**src/rtl/cfg_readback_7seg.sv**
```systemverilog
// cfg_readback_7seg
//
// Readback display for the switch-driven configuration registers. The
// register picked by h_select is shown on the 8-digit seven-segment display.
// Digit 7 shows the select index, digit 6 shows '-', digit 5 is blank and
// digits 4..0 show the register bits as '0'/'1' glyphs. If the select is
// invalid (6 or 7), digits 4..0 all show '-'.
//
// Anodes are scanned one digit at a time. The digit period is
// (ref_div+1)*2^REF_SHIFT clk cycles.
//
// Display content comes from a snapshot of {select, register}. The snapshot
// is taken once per frame, at the tick that wraps the digit index from 7 to 0,
// so a frame never mixes content from two selections.
//
// Optional feature, guarded by the macro CFG_READBACK_PUSH_FLASH_EN:
// a rising edge on push lights the decimal point of digit 7 for
// FLASH_FRAMES full scan frames. When the macro is undefined, push is
// ignored and dp stays high.
//
// Parameters:
//   REF_SHIFT    prescaler scale (default 10)
//   FLASH_FRAMES number of frames the push indicator stays lit (default 8)
//
// Ports:
//   clk       in   system clock
//   rst       in   asynchronous, active-low reset
//   en        in   scan enable; 0 blanks the display and parks the scan
//   ref_div   in   [4:0] refresh divider
//   h_select  in   [2:0] register selected for display
//   push      in   push-button level (rising edge = write)
//   h0,h1,h2,h4,h5 in [4:0] configuration registers
//   h3        in   [2:0] configuration register (zero-extended)
//   an        out  [7:0] anode enables, active-low
//   seg       out  [6:0] segments a..g, active-low
//   dp        out  decimal point, active-low

module cfg_readback_7seg #(
    parameter int REF_SHIFT    = 10,
    parameter int FLASH_FRAMES = 8
) (
    input  logic       clk,
    input  logic       rst,
    input  logic       en,
    input  logic [4:0] ref_div,
    input  logic [2:0] h_select,
    input  logic       push,
    input  logic [4:0] h0,
    input  logic [4:0] h1,
    input  logic [4:0] h2,
    input  logic [2:0] h3,
    input  logic [4:0] h4,
    input  logic [4:0] h5,
    output logic [7:0] an,
    output logic [6:0] seg,
    output logic       dp
);

    localparam int CW = 6 + REF_SHIFT;

    localparam logic [6:0] G_ZERO  = 7'b1000000;
    localparam logic [6:0] G_ONE   = 7'b1111001;
    localparam logic [6:0] G_DASH  = 7'b0111111;
    localparam logic [6:0] G_BLANK = 7'b1111111;

    // Hex glyph for a select index 0..7.
    function automatic logic [6:0] hex_glyph(input logic [2:0] v);
        logic [6:0] g;
        case (v)
            3'd0:    g = 7'b1000000;
            3'd1:    g = 7'b1111001;
            3'd2:    g = 7'b0100100;
            3'd3:    g = 7'b0110000;
            3'd4:    g = 7'b0011001;
            3'd5:    g = 7'b0010010;
            3'd6:    g = 7'b0000010;
            3'd7:    g = 7'b1111000;
            default: g = 7'b1111111;
        endcase
        return g;
    endfunction

    logic [CW-1:0] count_r;
    logic [CW-1:0] term_s;
    logic          tick_s;
    logic [2:0]    idx_r;
    logic [2:0]    sel_r;
    logic [4:0]    val_r;
    logic [4:0]    mux_s;
    logic [7:0]    val_ext_s;
    logic          sel_invalid_s;
    logic          frame_wrap_s;
    logic [6:0]    seg_next_s;
    logic          dp_next_s;

    // Terminal count and tick.
    // The count is compared with >=, so a ref_div that shrinks mid-count still
    // gives an immediate tick instead of a long count up through the wrap.
    always_comb begin
        term_s = ((CW'(ref_div) + CW'(1)) << REF_SHIFT) - CW'(1);
        tick_s = 1'b0;
        if (en && (count_r >= term_s)) begin
            tick_s = 1'b1;
        end else begin
            tick_s = 1'b0;
        end
    end

    assign frame_wrap_s = tick_s && (idx_r == 3'd7);

    // Prescaler counter; held at 0 while the scan is disabled.
    always_ff @(posedge clk or negedge rst) begin
        if (!rst) begin
            count_r <= '0;
        end else if (!en || tick_s) begin
            count_r <= '0;
        end else begin
            count_r <= count_r + CW'(1);
        end
    end

    // Digit index; advances on each tick and wraps 7 -> 0 through its width.
    always_ff @(posedge clk or negedge rst) begin
        if (!rst) begin
            idx_r <= 3'd0;
        end else if (!en) begin
            idx_r <= 3'd0;
        end else if (tick_s) begin
            idx_r <= idx_r + 3'd1;
        end else begin
            idx_r <= idx_r;
        end
    end

    // Register mux from the live select.
    always_comb begin
        mux_s = 5'd0;
        case (h_select)
            3'd0:    mux_s = h0;
            3'd1:    mux_s = h1;
            3'd2:    mux_s = h2;
            3'd3:    mux_s = {2'b00, h3};
            3'd4:    mux_s = h4;
            3'd5:    mux_s = h5;
            default: mux_s = 5'd0;
        endcase
    end

    // Frame snapshot, taken only at the frame wrap so that content cannot tear.
    always_ff @(posedge clk or negedge rst) begin
        if (!rst) begin
            sel_r <= 3'd0;
            val_r <= 5'd0;
        end else if (frame_wrap_s) begin
            sel_r <= h_select;
            val_r <= mux_s;
        end else begin
            sel_r <= sel_r;
            val_r <= val_r;
        end
    end

    // Glyph for the active digit, taken from the snapshot.
    always_comb begin
        seg_next_s    = G_BLANK;
        val_ext_s     = {3'b000, val_r};
        sel_invalid_s = (sel_r > 3'd5);
        case (idx_r)
            3'd7:    seg_next_s = hex_glyph(sel_r);
            3'd6:    seg_next_s = G_DASH;
            3'd5:    seg_next_s = G_BLANK;
            default: begin
                if (sel_invalid_s) begin
                    seg_next_s = G_DASH;
                end else if (val_ext_s[idx_r]) begin
                    seg_next_s = G_ONE;
                end else begin
                    seg_next_s = G_ZERO;
                end
            end
        endcase
    end

`ifdef CFG_READBACK_PUSH_FLASH_EN
    localparam int FW = (FLASH_FRAMES < 1) ? 1 : $clog2(FLASH_FRAMES + 1);

    logic          push_r;
    logic [FW-1:0] flash_r;
    logic          push_edge_s;

    assign push_edge_s = push & ~push_r;

    // Push history and flash counter. A push edge reloads the counter, even
    // while the scan is disabled. Otherwise the counter counts down once per
    // frame wrap and saturates at 0.
    always_ff @(posedge clk or negedge rst) begin
        if (!rst) begin
            push_r  <= 1'b0;
            flash_r <= '0;
        end else begin
            push_r <= push;
            if (push_edge_s) begin
                flash_r <= FW'(FLASH_FRAMES);
            end else if (frame_wrap_s && (flash_r != '0)) begin
                flash_r <= flash_r - FW'(1);
            end else begin
                flash_r <= flash_r;
            end
        end
    end

    // Decimal point is lit on digit 7 while a flash is pending.
    always_comb begin
        dp_next_s = 1'b1;
        if ((idx_r == 3'd7) && (flash_r != '0)) begin
            dp_next_s = 1'b0;
        end else begin
            dp_next_s = 1'b1;
        end
    end
`else
    localparam int unused_flash_frames = FLASH_FRAMES;
    logic unused_push_s;

    assign unused_push_s = push;
    assign dp_next_s     = 1'b1;
`endif

    // Registered display outputs; blanked while the scan is disabled.
    always_ff @(posedge clk or negedge rst) begin
        if (!rst) begin
            an  <= 8'hFF;
            seg <= 7'h7F;
            dp  <= 1'b1;
        end else if (!en) begin
            an  <= 8'hFF;
            seg <= 7'h7F;
            dp  <= 1'b1;
        end else begin
            an  <= ~(8'd1 << idx_r);
            seg <= seg_next_s;
            dp  <= dp_next_s;
        end
    end

endmodule

```
**config.mk**
```make
export PLATFORM = sky130hd
export DESIGN_NAME = cfg_readback_7seg
export DESIGN_NICKNAME = d
export VERILOG_FILES = /design/src/rtl/cfg_readback_7seg.sv
export SDC_FILE = /design/constraint.sdc
export NUM_CORES = 1
export LEC_CHECK = 0
export CORE_MARGIN = 5
export CORE_UTILIZATION = 25
export CTS_CLUSTER_SIZE = 10
export DETAILED_ROUTE_END_ITERATION = 12
export DONT_BUFFER_PORTS = 1
export SLEW_MARGIN = 5
export SYNTH_ARGS = -nofsm -noshare
export SYNTH_HDL_FRONTEND = slang
export SYNTH_SLANG_ARGS = --single-unit
```
**constraint.sdc**
```tcl
create_clock -name clk -period 1.99 [get_ports clk]
set_input_delay 0 -clock clk [delete_from_list [all_inputs] [get_ports clk]]
set_output_delay 0 -clock clk [all_outputs]
set_load 0.01 [all_outputs]
```
==> run summary, run 1 <==
Status
* **outcome** completed

Route
* **Routed WL** 6.16 mm
* **Post-DRT Antenna Nets** 0
* **average detailed-routed wire length per instance** 14.4 um
* **total via count in the routed design** 2099
* **starting DRC count in detailed routing** 101
* **number of vias per cell after detailed routing** 4.90
* **Initial DRT Pass Iterations** 4
* **number of DRC violations after detailed routing** 0

Floorplanning
* **Placement Rows** 37
* **initial cell density of the core** 25.5%
* **die span in x** 113 um
* **die height** 113 um
* **Boundary Pins** 56
* **core area** 0.0103 mm^2
* **Die ar.** 0.0127 mm^2

Finish
* **number of fill cells** 1075
* **share of cells above drive strength 1** 21.2%
* **total inserted antenna cells** 0
* **final core utilization** 29.9%
* **final net count** 350
* **synthesis-to-layout area growth** 17.1%

Synth
* **gate count after technology mapping** 275
* **sequential-to-total area share from yosys stat** 40.6%
* **synthesized net count** 334
* **most area-hungry cell type in the Yosys netlist** sky130_fd_sc_hd__dfrtp_1
* **Post-Syn Area** 0.00263 mm^2
* **flip-flop cell with the highest count after synthesis** sky130_fd_sc_hd__dfrtp_1
* **share of Yosys cell area claimed by the top area cell type** 25.7%
* **Area contributors post-synth** sky130_fd_sc_hd__dfrtp_1 26%, sky130_fd_sc_hd__dfstp_2 15%, sky130_fd_sc_hd__ha_1 9.0%
* **number of different library cells in the post-synthesis netlist** 52
* **most frequent cell after synthesis** sky130_fd_sc_hd__nand2_1
* **number of flops mapped to enable cells by yosys** 0
* **post-synthesis area per instance** 9.58 um^2
* **ys async rst share** 100%
* **#FFs+latches synth** 42
* **yosys synthesis warning count** 0
* **most used standard cells in the synthesized netlist** 31 x sky130_fd_sc_hd__nand2_1, 27 x sky130_fd_sc_hd__dfrtp_1, 19 x sky130_fd_sc_hd__ha_1, 18 x sky130_fd_sc_hd__a21oi_1, 16 x sky130_fd_sc_hd__nor2_1

Timing
* **shortest clock period the worst path allows after layout** 1.91 ns
* **clock skew after layout** 0.0108 ns
* **worst slew pin tran** 0.548 ns
* **normalized max-slew margin** 63.3%
* **highest achievable clock rate** 523 MHz
* **number of pins exceeding their max-slew limit in the final report** 0
* **ratio of final minimum period to clock period** 96.1%
* **RSZ-0062 raised after global routing** yes
* **final hold violations** 0
* **count of final setup violators** 0

CTS
* **Bufs on Longest Clock Path** 2
* **clock sink count** 42
* **source-to-sink clock delay at the later pin of the worst-skew pair** 0.29 ns
* **TritonCTS buffer count** 5
* **CTS HTree Levels** 2
* **clock tree from TritonCTS** built
* **clock transition time at the flip-flop clock pins of the worst setup and hold paths** 0.08 ns
* **Clk Tree Root Cell** sky130_fd_sc_hd__clkbuf_8

Min path
* **type of the most critical hold path** input pin to flip-flop

Placement
* **post-detailed-placement half-perimeter wirelength** 4.58 mm
* **count of buffers inserted at the top-level ports** 0
* **last weighted congestion value of the routability-driven placer** 0.799

Worst setup path
* **CP Class** input pin to flip-flop
* **Worst setup SP type** input pin
* **arrival time of the worst setup path** 2.11 ns
* **Critical Path End Type** flip-flop
* **CP Data Required Time** 2.19 ns
* **top fanout value on the critical path** 10

Power and ir drop
* **Pwr Density** 510 mW/mm^2
* **Power, Total** 1.57 mW
* **standby leakage power** 1.28 nW
* **Worst IR Drop VDD** 0.313 mV

Global route
* **number of global-route vias before repair** 2175
* **wire length of the first global-routing pass** 10.4 mm
* **number of antenna violations at the first check in global routing** 0
* **largest net degree at the start of global routing** 43
* **aggregate global-route resource usage** 9.84%
* **Overflow after GRT** 0

Run
* **Max-Cap Viols** 0

==> critical path, cell delays in order <==
cell and delay [ns]:
sky130_fd_sc_hd__ha_4 0.14, sky130_fd_sc_hd__and3b_1 0.17, sky130_fd_sc_hd__o211ai_1 0.21, sky130_fd_sc_hd__nand2b_1 0.10, sky130_fd_sc_hd__xnor2_1 0.14, sky130_fd_sc_hd__ha_1 0.29
sky130_fd_sc_hd__nand4_1 0.16, sky130_fd_sc_hd__or2_4 0.28, sky130_fd_sc_hd__o211a_2 0.35, sky130_fd_sc_hd__o32ai_2 0.27
==> layout make-up <==
class	instances	area [um^2]	share of cell area [%]
multi-input cells	203	1470	47.5
repair buffers	28	251	8.15
inverters	11	43.8	1.42
well taps	136	170	5.52
clock inverters	2	10.0	0.325
clock buffers	6	72.6	2.35
flip-flops and latches	42	1070	34.7
==> flip-flops by register name (all words and copies together) (netlist names) <==
register  flops
sel_r         3
seg           7
an            8
val_r         5
count_r      16
idx_r         3
==> power breakdown <==
part | switching, mW | leakage (nW) | internal, mW
clock | 0.286 | 0.0450 | 0.243
sequential | 0.0109 | 0.533 | 0.873
combinational | 0.0808 | 0.703 | 0.0788
total | 0.378 | 1.28 | 1.19
==> final timing paths <==
check	from	slack (ns)	to	depth (start not counted)
setup / recovery	ref_div[0]	0.08	val_r[0]$_DFFE_PN0P_	10
hold / removal	en	0.009	count_r[11]$_DFF_PN0_	3
setup reg to reg	count_r[13]$_DFF_PN0_	0.11	val_r[0]$_DFFE_PN0P_	5
hold reg to reg	count_r[0]$_DFF_PN0_	0.46	count_r[0]$_DFF_PN0_	1
max in group asynchronous	rst	1.52	an[6]$_DFF_PN1_	2
min in group asynchronous	rst	0.20	count_r[3]$_DFF_PN0_	2
==> cells in the final DEF (no fill, tap or decap), types with 7 or more instances in the layout <==
| cell | instances |
|---|---|
| sky130_fd_sc_hd__a21oi_1 | 18 |
| sky130_fd_sc_hd__buf_4 | 20 |
| sky130_fd_sc_hd__dfrtp_1 | 27 |
| sky130_fd_sc_hd__dfstp_2 | 15 |
| sky130_fd_sc_hd__ha_1 | 17 |
| sky130_fd_sc_hd__inv_1 | 9 |
| sky130_fd_sc_hd__mux2i_1 | 9 |
| sky130_fd_sc_hd__nand2_1 | 31 |
| sky130_fd_sc_hd__nand3_1 | 7 |
| sky130_fd_sc_hd__nand4_1 | 8 |
| sky130_fd_sc_hd__nor2_1 | 15 |
| sky130_fd_sc_hd__o21ai_0 | 7 |
| sky130_fd_sc_hd__xor2_1 | 11 |
==> layer usage <==
metal  global-route usage [%]  part of all wire, %
met3                     2.21                  5.3
met1                     13.5                   49
met2                     15.7                   45
met4                     2.48                  1.0
met5                        0                    0
==> kinds of logic after synthesis <==
kind of cell,after synthesis,share of synthesized area [%]
and+or+nand+nor,97,19.7
AOI/OAI and AO/OA,58,14.7
DFF,42,40.6
buffers and inverters,30,5.32
adders and majority gates,19,9.03
xor gates and xnor gates,16,5.32
muxes,12,5.13
other,1,0.142
==> through the flow <==
stage | TNS (ns) | area, um^2 | instances | setup WS [ns] | hold WS [ns]
6_report | 0 | 3080 | 428 | 0.0780 | 0.00947
5_1_grt | -0.0488 | 3080 | 428 | -0.0336 | 0.0106
4_1_cts | 0 | 3030 | 425 | 0.0109 | 0.00324
3_5_place_dp | -4.81 | 2880 | 411 | -0.275 | -0.293
3_3_place_gp | -2.87 | 2880 | 411 | -0.164 | -0.292
2_1_floorplan | -0.0403 | 2650 | 275 | -0.0403 | -0.296
==> timing repair <==
| item | in CTS | in global routing |
|---|---|---|
| setup buffers | 0 | 3 |
| endpoints found under the hold margin | 63 | 0 |
| resized for setup | 0 | 7 |
| hold buffers | 6 | 0 |
| setup endpoints to repair | 0 | 14 |
Power figures use the tool's default switching activity.
==> run 2: changes to the inputs <==
--- a/config.mk
+++ b/config.mk
@@ -6,7 +6,7 @@
 export NUM_CORES = 1
 export LEC_CHECK = 0
 export CORE_MARGIN = 5
-export CORE_UTILIZATION = 25
+export CORE_UTILIZATION = 35
 export CTS_CLUSTER_SIZE = 10
 export DETAILED_ROUTE_END_ITERATION = 12
 export DONT_BUFFER_PORTS = 1
==> constraint.sdc (replaced) <==
create_clock -name clk -period 1.99 [get_ports clk]
set_input_delay 0.2985 -clock clk [delete_from_list [all_inputs] [get_ports clk]]
set_output_delay 0.2985 -clock clk [all_outputs]
set_load 0.01 [all_outputs]
==> run 2 against run 1 <==
The run now ends with setup timing left; critical endpoint is now count_r[9]$_DFF_PN0_; non-clock buffer count did not move; clock power rose by 3%; highest routed layer unchanged; critical path type unchanged; sequential cell count did not move; routed wire length fell by 9.9%; via count fell by 4.0%.
==> run summary, run 2 (synthesized netlist as in run 1, its figures left out) <==
Floorplanning
* **Die ar.** 0.00936 mm^2, was 0.0127 mm^2
* **core area** 0.00729 mm^2, was 0.0103 mm^2
* **initial cell density of the core** 36.1%, was 25.5%
* **die height** 96.7 um, was 113 um
* **Placement Rows** 31, was 37
* **die span in x** 96.7 um, was 113 um
* **Boundary Pins** 56, unchanged

Route
* **number of DRC violations after detailed routing** 0, unchanged
* **average detailed-routed wire length per instance** 14.2 um, was 14.4 um
* **Routed WL** 5.55 mm, was 6.16 mm
* **Post-DRT Antenna Nets** 0, unchanged
* **total via count in the routed design** 2015, was 2099
* **number of vias per cell after detailed routing** 5.15, was 4.90
* **Initial DRT Pass Iterations** 4, unchanged
* **starting DRC count in detailed routing** 67, was 101

CTS
* **Clk Tree Root Cell** sky130_fd_sc_hd__clkbuf_8, unchanged
* **source-to-sink clock delay at the later pin of the worst-skew pair** 0.30 ns, was 0.29 ns
* **TritonCTS buffer count** 5, unchanged
* **clock transition time at the flip-flop clock pins of the worst setup and hold paths** 0.07 ns, was 0.08 ns
* **clock tree from TritonCTS** built, unchanged
* **clock sink count** 42, unchanged
* **CTS HTree Levels** 2, unchanged
* **Bufs on Longest Clock Path** 2, unchanged

Worst setup path
* **most used cell, CP** sky130_fd_sc_hd__buf_6
* **top fanout value on the critical path** 6, was 10
* **CP Class** input pin to flip-flop, unchanged
* **CP Data Required Time** 2.17 ns, was 2.19 ns
* **worst stage delay on the critical path** 0.31 ns, was 0.35 ns
* **family with the most delay on the worst path** simple AND/OR/NAND/NOR gates, was compound AO/OA/AOI/OAI gates
* **Critical Path End Type** flip-flop, unchanged
* **cell chain of the critical path** ha_4 -> and3b_1 -> o211ai_1 -> nand2b_1 -> xnor2_1 -> ha_1 -> nand4_1 -> or2_4 -> buf_6 -> o2111ai_4 -> buf_6 -> nor2_2, was ha_4 -> and3b_1 -> o211ai_1 -> nand2b_1 -> xnor2_1 -> ha_1 -> nand4_1 -> or2_4 -> o211a_2 -> o32ai_2
* **Worst setup SP type** input pin, unchanged
* **slowest stage cell, crit path** sky130_fd_sc_hd__ha_1, was sky130_fd_sc_hd__o211a_2
* **arrival time of the worst setup path** 2.32 ns, was 2.11 ns
* **CP Buf/Inv Count** 2, was 0

Status
* **violated checks** setup timing
* **outcome** finished with violations, was completed

Placement
* **post-detailed-placement half-perimeter wirelength** 4.12 mm, was 4.58 mm
* **Placement Cell Area** 0.00285 mm^2, was 0.00288 mm^2
* **count of buffers inserted at the top-level ports** 0, unchanged
* **worst setup slack after placement** -0.554 ns, was -0.275 ns
* **Placed Cells incl. Taps** 378, was 411
* **last weighted congestion value of the routability-driven placer** 0.727, was 0.799

Timing
* **clock skew after layout** 0.0191 ns, was 0.0108 ns
* **number of pins exceeding their max-slew limit in the final report** 0, unchanged
* **Hold Slack** 0.0502 ns, was 0.00947 ns
* **ratio of final minimum period to clock period** 108%, was 96.1%
* **shortest clock period the worst path allows after layout** 2.15 ns, was 1.91 ns
* **highest achievable clock rate** 466 MHz, was 523 MHz
* **accumulated negative setup slack** -3.12 ns, was 0 ns
* **final hold violations** 0, unchanged
* **count of final setup violators** 27, was 0
* **min setup slack post-route** -0.158 ns, was 0.0780 ns
* **RSZ-0062 raised after global routing** yes, unchanged

Global route
* **number of antenna violations at the first check in global routing** 0, unchanged
* **aggregate global-route resource usage** 12.2%, was 9.84%
* **wire length of the first global-routing pass** 9.65 mm, was 10.4 mm
* **number of global-route vias before repair** 2074, was 2175
* **Overflow after GRT** 0, unchanged
* **largest net degree at the start of global routing** 43, unchanged

Finish
* **Regs by FF count** count_r (16), an (8), seg (7), unchanged
* **count of placed standard cells in the final layout, fillers left out** 391, was 428
* **synthesis-to-layout area growth** 17.2%, was 17.1%
* **commonest non-fill, non-tap cell in the layout** sky130_fd_sc_hd__nand2_1, unchanged
* **register bank with the most flops** count_r, unchanged
* **share of cells above drive strength 1** 26.7%, was 21.2%
* **flip-flop count of the largest register, all copies and words added** 16, unchanged
* **leading cell types in the layout, fill and taps excluded** 31 x sky130_fd_sc_hd__nand2_1, 27 x sky130_fd_sc_hd__dfrtp_1, 22 x sky130_fd_sc_hd__buf_4, 18 x sky130_fd_sc_hd__ha_1, 15 x sky130_fd_sc_hd__dfstp_2, was 31 x sky130_fd_sc_hd__nand2_1, 27 x sky130_fd_sc_hd__dfrtp_1, 20 x sky130_fd_sc_hd__buf_4, 18 x sky130_fd_sc_hd__a21oi_1, 17 x sky130_fd_sc_hd__ha_1
* **total inserted antenna cells** 0, unchanged
* **final core utilization** 42.3%, was 29.9%
* **final net count** 350, unchanged
* **final design instance area without fill** 0.00309 mm^2, was 0.00308 mm^2

Power and ir drop
* **Worst IR Drop VDD** 0.279 mV, was 0.313 mV
* **standby leakage power** 1.28 nW, about the same
* **Power, Total** 1.58 mW, was 1.57 mW
* **Pwr Density** 513 mW/mm^2, was 510 mW/mm^2

Min path
* **type of the most critical hold path** input pin to flip-flop, unchanged

Run
* **Max-Cap Viols** 0, unchanged

-- run 2: layout make-up --
cell class | count | area, um^2
Sequential cell | 42 | 1070
Fill cell | 741 | 4210
Tap cell | 99 | 124
Timing Repair Buffer | 28 | 240
Multi-Input combinational cell | 203 | 1530
Clock inverter | 1 | 6.26
Clock buffer | 7 | 76.3
Inverter | 11 | 41.3
-- run 2: worst paths after layout --
kind / cells after the start / startpoint / slack (ns) / end
min reg2reg: 1 / count_r[0]$_DFF_PN0_ / 0.48 / count_r[0]$_DFF_PN0_
min: 1 / en / 0.05 / an[3]$_DFF_PN1_
min in group asynchronous: 2 / rst / 0.45 / count_r[14]$_DFF_PN0_
max in group asynchronous: 2 / rst / 1.25 / seg[3]$_DFF_PN1_
max reg2reg: 7 / count_r[13]$_DFF_PN0_ / 0.14 / count_r[9]$_DFF_PN0_
max: 12 / ref_div[1] / -0.16 / count_r[9]$_DFF_PN0_
-- run 2: metal layers --
metal	GRT usage (%)	up-vias	part of all wire, %
met5	0	-	0
met4	4.21	0	1.5
met3	3.31	7	5.8
met2	18.7	62	43
met1	16.5	937	49
li1	-	1009	-
-- run 2: where the power goes --
group          internal [mW]  leakage (nW)  switching, mW
logic                 0.0786         0.704         0.0741
clock network          0.250        0.0428          0.297
registers              0.873         0.533         0.0118
total                   1.20          1.28          0.383
-- run 2: timing repair --
| item | in CTS | in global routing |
|---|---|---|
| setup endpoints to repair | 27 | 27 |
| resized for setup | 15 | 8 |
| hold buffers | 2 | 0 |
| pin swaps | 21 | 14 |
| endpoints found under the hold margin | 42 | 0 |
| setup buffers | 3 | 1 |
-- run 2: worst register-to-register path, cell delays in order, from the launching register on --
cell and delay (ns):
sky130_fd_sc_hd__dfrtp_1 0.43, sky130_fd_sc_hd__ha_1 0.32, sky130_fd_sc_hd__nand4_1 0.17, sky130_fd_sc_hd__or2_4 0.29, sky130_fd_sc_hd__buf_6 0.12, sky130_fd_sc_hd__o2111ai_4 0.20
sky130_fd_sc_hd__buf_6 0.17, sky130_fd_sc_hd__nor2_2 0.04
